File: config.mk
export PLATFORM = sky130hd
export DESIGN_NAME = nibbler_sequencer
export DESIGN_NICKNAME = d
export VERILOG_FILES = /design/src/rtl/nibbler_pkg.sv /design/src/rtl/nibbler_pc.sv /design/src/rtl/nibbler_sequencer.sv
export SDC_FILE = /design/constraint.sdc
export NUM_CORES = 1
export LEC_CHECK = 0
export ABC_AREA = 1
export BUFFER_PORTS_ARGS = -buffer_cell sky130_fd_sc_hd__buf_2
export CORE_MARGIN = 2
export CORE_UTILIZATION = 45
export CTS_BUF_LIST = sky130_fd_sc_hd__clkbuf_4 sky130_fd_sc_hd__clkbuf_8
export CTS_CLUSTER_DIAMETER = 100
export DETAILED_ROUTE_END_ITERATION = 12
export GPL_TIMING_DRIVEN = 1
export HOLD_SLACK_MARGIN = 0.05
export PLACE_DENSITY = 0.78
export SETUP_SLACK_MARGIN = 0.3
export SLEW_MARGIN = 20
export SYNTH_ARGS = -nofsm -noshare
export SYNTH_HDL_FRONTEND = slang
export SYNTH_HIERARCHICAL = 1
export SYNTH_SLANG_ARGS = --single-unit
File: constraint.sdc
create_clock -name clk -period 2.1 [get_ports clk]
set_clock_uncertainty 0.2 [all_clocks]
set_input_delay 0.105 -clock clk [delete_from_list [all_inputs] [get_ports clk]]
set_output_delay 0.105 -clock clk [all_outputs]
set_load 0.02 [all_outputs]
File: src/rtl/nibbler_pkg.sv
// Shared definitions for the Nibbler fetch/phase sequencer.
// Optional single-step support is enabled with NIBBLER_STEP_EN.
package nibbler_pkg;

    localparam int PC_W_DEF    = 12;
    localparam int INSTR_W_DEF = 8;

    // Flags are active-low {nCarry, nZero}; reset means "no carry, not zero".
    localparam logic [1:0] FLAGS_RESET = 2'b11;

    typedef enum logic [1:0] {
        FETCH = 2'd0,
        EXEC  = 2'd1,
        HOLD  = 2'd2
    } phase_e;

    typedef enum logic [3:0] {
        OP_JC    = 4'h0,
        OP_JNC   = 4'h1,
        OP_JZ    = 4'h2,
        OP_JNZ   = 4'h3,
        OP_LIT   = 4'h4,
        OP_ADDI  = 4'h5,
        OP_CMPI  = 4'h6,
        OP_NANDI = 4'h7,
        OP_LD    = 4'h8,
        OP_ADDM  = 4'h9,
        OP_CMPM  = 4'hA,
        OP_NANDM = 4'hB,
        OP_JMP   = 4'hC,
        OP_ST    = 4'hD,
        OP_OUT   = 4'hE,
        OP_NORM  = 4'hF
    } opcode_e;

endpackage

File: src/rtl/nibbler_pc.sv
// Program counter: load has priority over increment, otherwise holds.
// Increment wraps modulo 2^PC_W.
module nibbler_pc
    import nibbler_pkg::*;
#(
    parameter int PC_W = PC_W_DEF
) (
    input  logic            clk,
    input  logic            reset,
    input  logic            load,
    input  logic            inc,
    input  logic [PC_W-1:0] load_val,
    output logic [PC_W-1:0] pc
);

    // PC register with async clear; jump target beats increment
    always_ff @(posedge clk or posedge reset) begin
        if (reset)
            pc <= '0;
        else if (load)
            pc <= load_val;
        else if (inc)
            pc <= pc + PC_W'(1);
    end

endmodule

File: src/rtl/nibbler_sequencer.sv
// Nibbler fetch/execute sequencer: owns IR, flags and the phase FSM,
// drives the program-ROM address through nibbler_pc.
// Define NIBBLER_STEP_EN to add run/step ports and the HOLD state.
module nibbler_sequencer
    import nibbler_pkg::*;
#(
    parameter int PC_W    = PC_W_DEF,
    parameter int INSTR_W = INSTR_W_DEF
) (
    input  logic               clk,
    input  logic               reset,
    input  logic [INSTR_W-1:0] rom_data,
    input  logic               incPC,
    input  logic               notLoadPC,
    input  logic               notLoadFlags,
    input  logic               alu_carry,
    input  logic               alu_zero,
`ifdef NIBBLER_STEP_EN
    input  logic               run,
    input  logic               step,
`endif
    output logic [PC_W-1:0]    pc_addr,
    output logic [3:0]         instruction,
    output logic [3:0]         operand,
    output logic [PC_W-1:0]    mem_addr,
    output logic               phaseOut,
    output logic [1:0]         flagsOut
);

    phase_e             state;
    logic [INSTR_W-1:0] ir;
    logic               pc_load;
    logic               pc_inc;

    // HOLD is excluded from both terms, so decoder strobes are ignored there
    assign pc_load = (state == EXEC) && !notLoadPC;
    assign pc_inc  = ((state == FETCH) || (state == EXEC)) && incPC;

    nibbler_pc #(.PC_W(PC_W)) u_pc (
        .clk      (clk),
        .reset    (reset),
        .load     (pc_load),
        .inc      (pc_inc),
        .load_val (mem_addr),
        .pc       (pc_addr)
    );

    // Jump/data address: operand nibble of IR glued to the second ROM byte
    assign mem_addr    = PC_W'({ir[3:0], rom_data});
    assign instruction = ir[INSTR_W-1 -: 4];
    assign operand     = ir[3:0];

    // Phase FSM with registered phase output
    always_ff @(posedge clk or posedge reset) begin
        if (reset) begin
            state    <= FETCH;
            phaseOut <= 1'b0;
        end else begin
            case (state)
                FETCH: begin
`ifdef NIBBLER_STEP_EN
                    if (run) begin
                        state    <= EXEC;
                        phaseOut <= 1'b1;
                    end else begin
                        state    <= HOLD;
                        phaseOut <= 1'b0;
                    end
`else
                    state    <= EXEC;
                    phaseOut <= 1'b1;
`endif
                end
                EXEC: begin
                    state    <= FETCH;
                    phaseOut <= 1'b0;
                end
`ifdef NIBBLER_STEP_EN
                HOLD: begin
                    if (step || run) begin
                        state    <= EXEC;
                        phaseOut <= 1'b1;
                    end else begin
                        state    <= HOLD;
                        phaseOut <= 1'b0;
                    end
                end
`endif
                default: begin
                    state    <= FETCH;
                    phaseOut <= 1'b0;
                end
            endcase
        end
    end

    // Instruction register: loaded on the fetch edge only
    always_ff @(posedge clk or posedge reset) begin
        if (reset)
            ir <= '0;
        else if (state == FETCH)
            ir <= rom_data;
    end

    // Flag register: active-low capture of ALU status on execute edges
    always_ff @(posedge clk or posedge reset) begin
        if (reset)
            flagsOut <= FLAGS_RESET;
        else if ((state == EXEC) && !notLoadFlags)
            flagsOut <= {~alu_carry, ~alu_zero};
    end

endmodule

Word level (Yosys, flattened, before mapping)
Cells that the tools add are included.
{"block": "totals", "register_bits": 25, "latchBits": 0, "mem_bits_rw": 0, "rom_bits": 0, "input_bits": 15, "output_inout_bits": 35, "elab_cells": 21, "n_memories": 0}
{"block": "op_classes", "addsub": 1, "multipliers": 0, "div": 0, "magnitude_cmp": 0, "eq_ne": 1, "shift": 0, "mux": 4, "n_bitwise": 2, "reduce_logical": 8}
{"operator": "2-to-1 mux 12 bit", "n": 2}
{"operator": "adder 12 x 1 -> 12 bit, second input constant", "n": 1}
{"operator": "logical AND 1 bit", "n": 3}
{"operator": "== test 2 x 1 -> 1 bit, second input constant", "n": 1}
{"operator": "zero test 1 bit", "n": 2}
{"operator": "zero test 2 bit", "n": 1}
{"operator": "2-to-1 mux 1 bit", "n": 2}
{"operator": "inverter 1 bit", "n": 2}
{"operator": "nonzero test 2 bit", "n": 1}
{"operator": "logical OR 1 bit", "n": 1}

Depth between registers and ports, before layout
{"block": "logic_depth", "ltp_word": 5, "ltp_mapped": 7, "ltp_nobuf": 7}

Modules after synthesis
Netlist, hierarchy kept.
{"mod": "nibbler_pc", "instances": 1, "cells_each": 102, "area_per_inst_um2": 750.7, "seq_area_each_um2": 300.3}
{"mod": "nibbler_sequencer", "instances": 1, "cells_each": 61, "area_per_inst_um2": 520.5, "seq_area_each_um2": 277.8}

Worst setup path after synthesis
Ideal clock, no wire load.
{"block": "synth_timing", "kind": "register to register", "start": "register state[0]", "end": "register u_pc.pc[7]", "setup_ps": 127, "arrival_time_ps": 1328, "t_required_ps": 1773, "setup_slack_ps": 445, "stages_incl_launch_ff": 7, "n_path_buf": 1, "synth_period_minus_slack_ps": 1655, "path_cell_list": "dfrtp_1 -> inv_2 -> nor2_1 -> nor2_1 -> buf_2 -> a22oi_1 -> o21ai_1"}
{"item": "start, declared", "line": "nibbler_sequencer.sv:30", "rtl": "phase_e state;"}
{"item": "start signal, assigned", "line": "nibbler_sequencer.sv:56", "rtl": "state <= FETCH;"}
{"item": "start signal, assigned", "line": "nibbler_sequencer.sv:70", "rtl": "state <= EXEC;"}
{"item": "start signal, assigned", "line": "nibbler_sequencer.sv:75", "rtl": "state <= FETCH;"}
{"item": "== test 2 x 1 -> 1 bit (*)", "line": "nibbler_sequencer.sv:36", "rtl": "assign pc_load = (state == EXEC) && !notLoadPC;"}
{"item": "logical AND 1 bit (*)", "line": "nibbler_sequencer.sv:36"}
{"item": "named net pc_load", "line": "nibbler_sequencer.sv:32", "rtl": "logic pc_load;"}
{"item": "2-to-1 mux 12 bit or nonzero test 2 bit (tied branches)"}
{"item": "end signal, assigned", "line": "nibbler_pc.sv:21", "rtl": "pc <= load_val;"}
{"item": "end signal, assigned", "line": "nibbler_pc.sv:23", "rtl": "pc <= pc + PC_W'(1);"}
{"item": "end, declared", "line": "nibbler_pc.sv:13", "rtl": "output logic [PC_W-1:0] pc"}
The timed path passes the listed nets; every way through them passes the cells marked *.
A chain may end at the register's enable or synchronous reset.

Worst setup path in the final report
{"block": "layout_timing", "start": "register state[0]", "end": "register u_pc.pc[2]"}
Same word-level chain as after synthesis.

==> metrics.md <==
| Metric | Value |
|---|---|
| Commonest cells after routing, fill and taps aside | nand2_1, buf_2, dfrtp_1 |
| Row cnt | 19 |
| Total clock buffers created by CTS | 3 |
| TritonRoute pass-1 iters | 4 |
| Synth Area in Compound Gates | under 10% |
| Final instance area | between 0.0015 and 0.002 mm2 |
| Die Area | about 0.0033 mm2 |
| Adder-Cell Fraction of Synth Area | 0.984% |
| Delay of the slowest critical-path stage | between 0.4 and 0.5 ns |
| Setup TNS | 0 ns |
| Drt drc | 0 |
| I/O Pins | 50 |
| Total track usage | between 20% and 30% |
| Initial antenna violation count | 0 |
| Dpl hpwl | about 2.2 mm |
| Share of total power in sequential cells | between 50 and 60% |
| CORE AREA | roughly 0.0027 mm2 |
| First-pass GRT wire length | between 5 and 6 mm |
| FMAX | slightly above 0.6 GHz |
| Crit-path cells | inv_2, nor2_1, buf_4, inv_2, nand2_1, inv_2, nand2_1, o211ai_1 |
| Synth cell types | 24 |
| Simple-Gate Fraction of Synth Area | about 30% |
| RSZ-0062 raised after global routing | false |
| Rel. slew slack | 67.0% |
| Most frequent CP cell | inv_2 |
| Critical Path RT | 2.13 ns |
| Synth Area per Inst | 7.80 um2 |
| Seq/Total Area, Yosys | between 40% and 50% |
| Die height | between 50 and 60 um |
| Maxcap violations | 0 |
| Int Power | slightly below 700 uW |
| Sw power | around 360 uW |
| Crit path max fanout | 13 |
| Slew @ Worst Pin | just under 0.5 ns |
| Tmin final | around 1.6 ns |
| Largest family of logic cells by synthesized area | simple AND/OR/NAND/NOR gates |
| Clk pwr share | 20.1% |
| Detailed-route via count | roughly 1200 |
| Ys async rst share | 100% |
| Mux share of post-synthesis cell area | 0% |
| Post-Syn Nets | around 180 |
| Routed wire length | between 3 and 4 mm |
| Post-Synth XOR/XNOR Area | between 1 and 1.5% |
| Root Buffer | clkbuf_4 |
| Setup CP Type | reg2reg |
| CTS HTree Levels | 1 |
| Clk buf depth | 2 |
| Final setup viols | 0 |
| Routed vias/inst | 4.97 |
| CP startpoint kind | flop |
| 1st-iter DRT viols | 57 |
| TritonCTS Sinks | 23 |
| Hold Crit Class | in2reg |
| Switching Share | between 30% and 40% |
| Hold Vio Cnt, Final | 0 |
| Diodes inserted | 0 |
| Most used DFF post-synth | dfrtp_1 |
| Starting density of the core | a little under half |
| Comb pwr share | ~28% |
| EDFF count, synth | 0 |
| RePlAce Congestion | 0.772 |
| WL/cell | 12.5 um |
| Antenna Violating Nets Remaining | 0 |
| Gr ovfl total | 0 |
| #FFs+latches synth | 23 |
| Synthesized netlist cell count | ~160 |
| CTS tree | yes |
| CTS clk-pin slew, worst paths | roughly 0.12 ns |
| Max Slew Vio Count | 0 |
| VDD IR-drop max | roughly 390 uV |
| Die W | around 57 um |
| Status | complete, no violations |
| Nets@finish | approximately 240 |
| Crit. End Element | flop |
| Period utilization | about 80% |
| Most common cell after layout, fill and taps aside | nand2_1 |
| Synth Cell Area | around 0.0013 mm2 |
| Leak pwr | 0.879 nW |
| Ys Warns | 6 |
| Share of layout cells above drive strength 1 | between 30% and 40% |
| Critical Path Slowest Stage Cell | dfrtp_1 |
| Clk_lat worst skew | about 0.3 ns |
| Placement Cell Area | 0.00146 mm2 |
| Largest net degree at the start of global routing | 14 |
| IO Port Bufs | 49 |
| CP arrival | 1.67 ns |
| Pwr Density | about 640 mW/mm2 |
| Layout area overhead | 29.2% |
| Vias in the first global route | between 1000 and 1500 |
[state kept, by name, summed over array words and instances (netlist names)]
signal    flops
state         1
ir            8
u_pc/pc      12
flagsOut      2
[Yosys cell counts (2+ instances only)]
library cell	count	share of area [%]
nor2_1	6	1.8
inv_1	12	3.5
nand3_1	15	5.9
nand4_1	2	0.98
dfrtp_1	21	41
nor2_2	2	0.98
nand2_2	2	0.98
nand2_1	60	18
dfstp_2	2	4.1
inv_2	4	1.2
xor2_1	2	1.4
buf_4	12	7.1
o211ai_1	2	1.2
a22oi_1	9	5.3
o21ai_0	3	1.2
[logic make-up after synthesis]
group | after synthesis
xor+xnor | 2
buf+inv | 31
fa+ha+maj | 1
simple gates | 90
flops | 23
compound gates | 16
[power by group through the flow]
stage               combinational, mW  clock (mW)  sequential (mW)
CTS                             0.288       0.219            0.546
finish                          0.288       0.210            0.546
floorplan                       0.133           0            0.598
global route                    0.318       0.241            0.555
detailed placement              0.265           0            0.554
global placement                0.261           0            0.554
[final timing paths]
check / startpoint / to / slack, ns / depth (start not counted)
worst min-delay path: notLoadPC / u_pc/pc[2] / 0.09 / 5
worst min register to register: flagsOut[1] / flagsOut[1] / 0.28 / 2
worst max-delay path: state[0] / u_pc/pc[2] / 0.46 / 8
max in group asynchronous: reset / u_pc/pc[1] / 1.20 / 3
min in group asynchronous: reset / ir[1] / 0.13 / 3
worst max register to register: state[0] / u_pc/pc[2] / 0.46 / 8
[through the flow]
stage	hold slack (ns)	std cells	utilization [%]	total power, mW	setup slack [ns]
6_report	0.0949	249	60.6	1.04	0.461
5_1_grt	0.107	249	60.6	1.11	0.327
4_1_cts	0.0714	249	60.5	1.05	0.326
3_5_place_dp	-0.0800	230	53.9	0.820	0.356
3_3_place_gp	-0.0899	230	53.9	0.815	0.406
2_1_floorplan	-0.244	163	-	0.732	0.445
[timing repair]
item,4_1_cts,5_1_grt
gates resized for setup,0,1
endpoints found under the hold margin,41,0
setup endpoints to repair,0,12
setup buffers,0,0
hold buffers,15,0
[layout make-up]
class | count | area, um2
multi-input combinational | 109 | 526
tap | 31 | 38.8
timing repair buffer | 66 | 410
sequential | 23 | 578
inverter | 16 | 60.1
clock buffer | 4 | 30.0
fill | 265 | 1070
[worst max-delay path, delay by kind of cell (launching register included)]
family | cells | cell delay [ns]
AO/OA/AOI/OAI | 1 | 0.16
buffers and inverters | 4 | 0.55
flip-flops | 1 | 0.41
AND/OR/NAND/NOR | 3 | 0.24
[metal layers]
| layer | wire (um) | track usage, % | up-vias |
|---|---|---|---|
| met2 | 1540 | 34.2 | 46 |
| met3 | 181 | 2.95 | 2 |
| met5 | 0 | 0 | - |
| met1 | 1390 | 27.1 | 564 |
| met4 | 15 | 7.97 | 0 |
| li1 | - | - | 625 |
No activity file was read; power rests on OpenSTA's default activity.
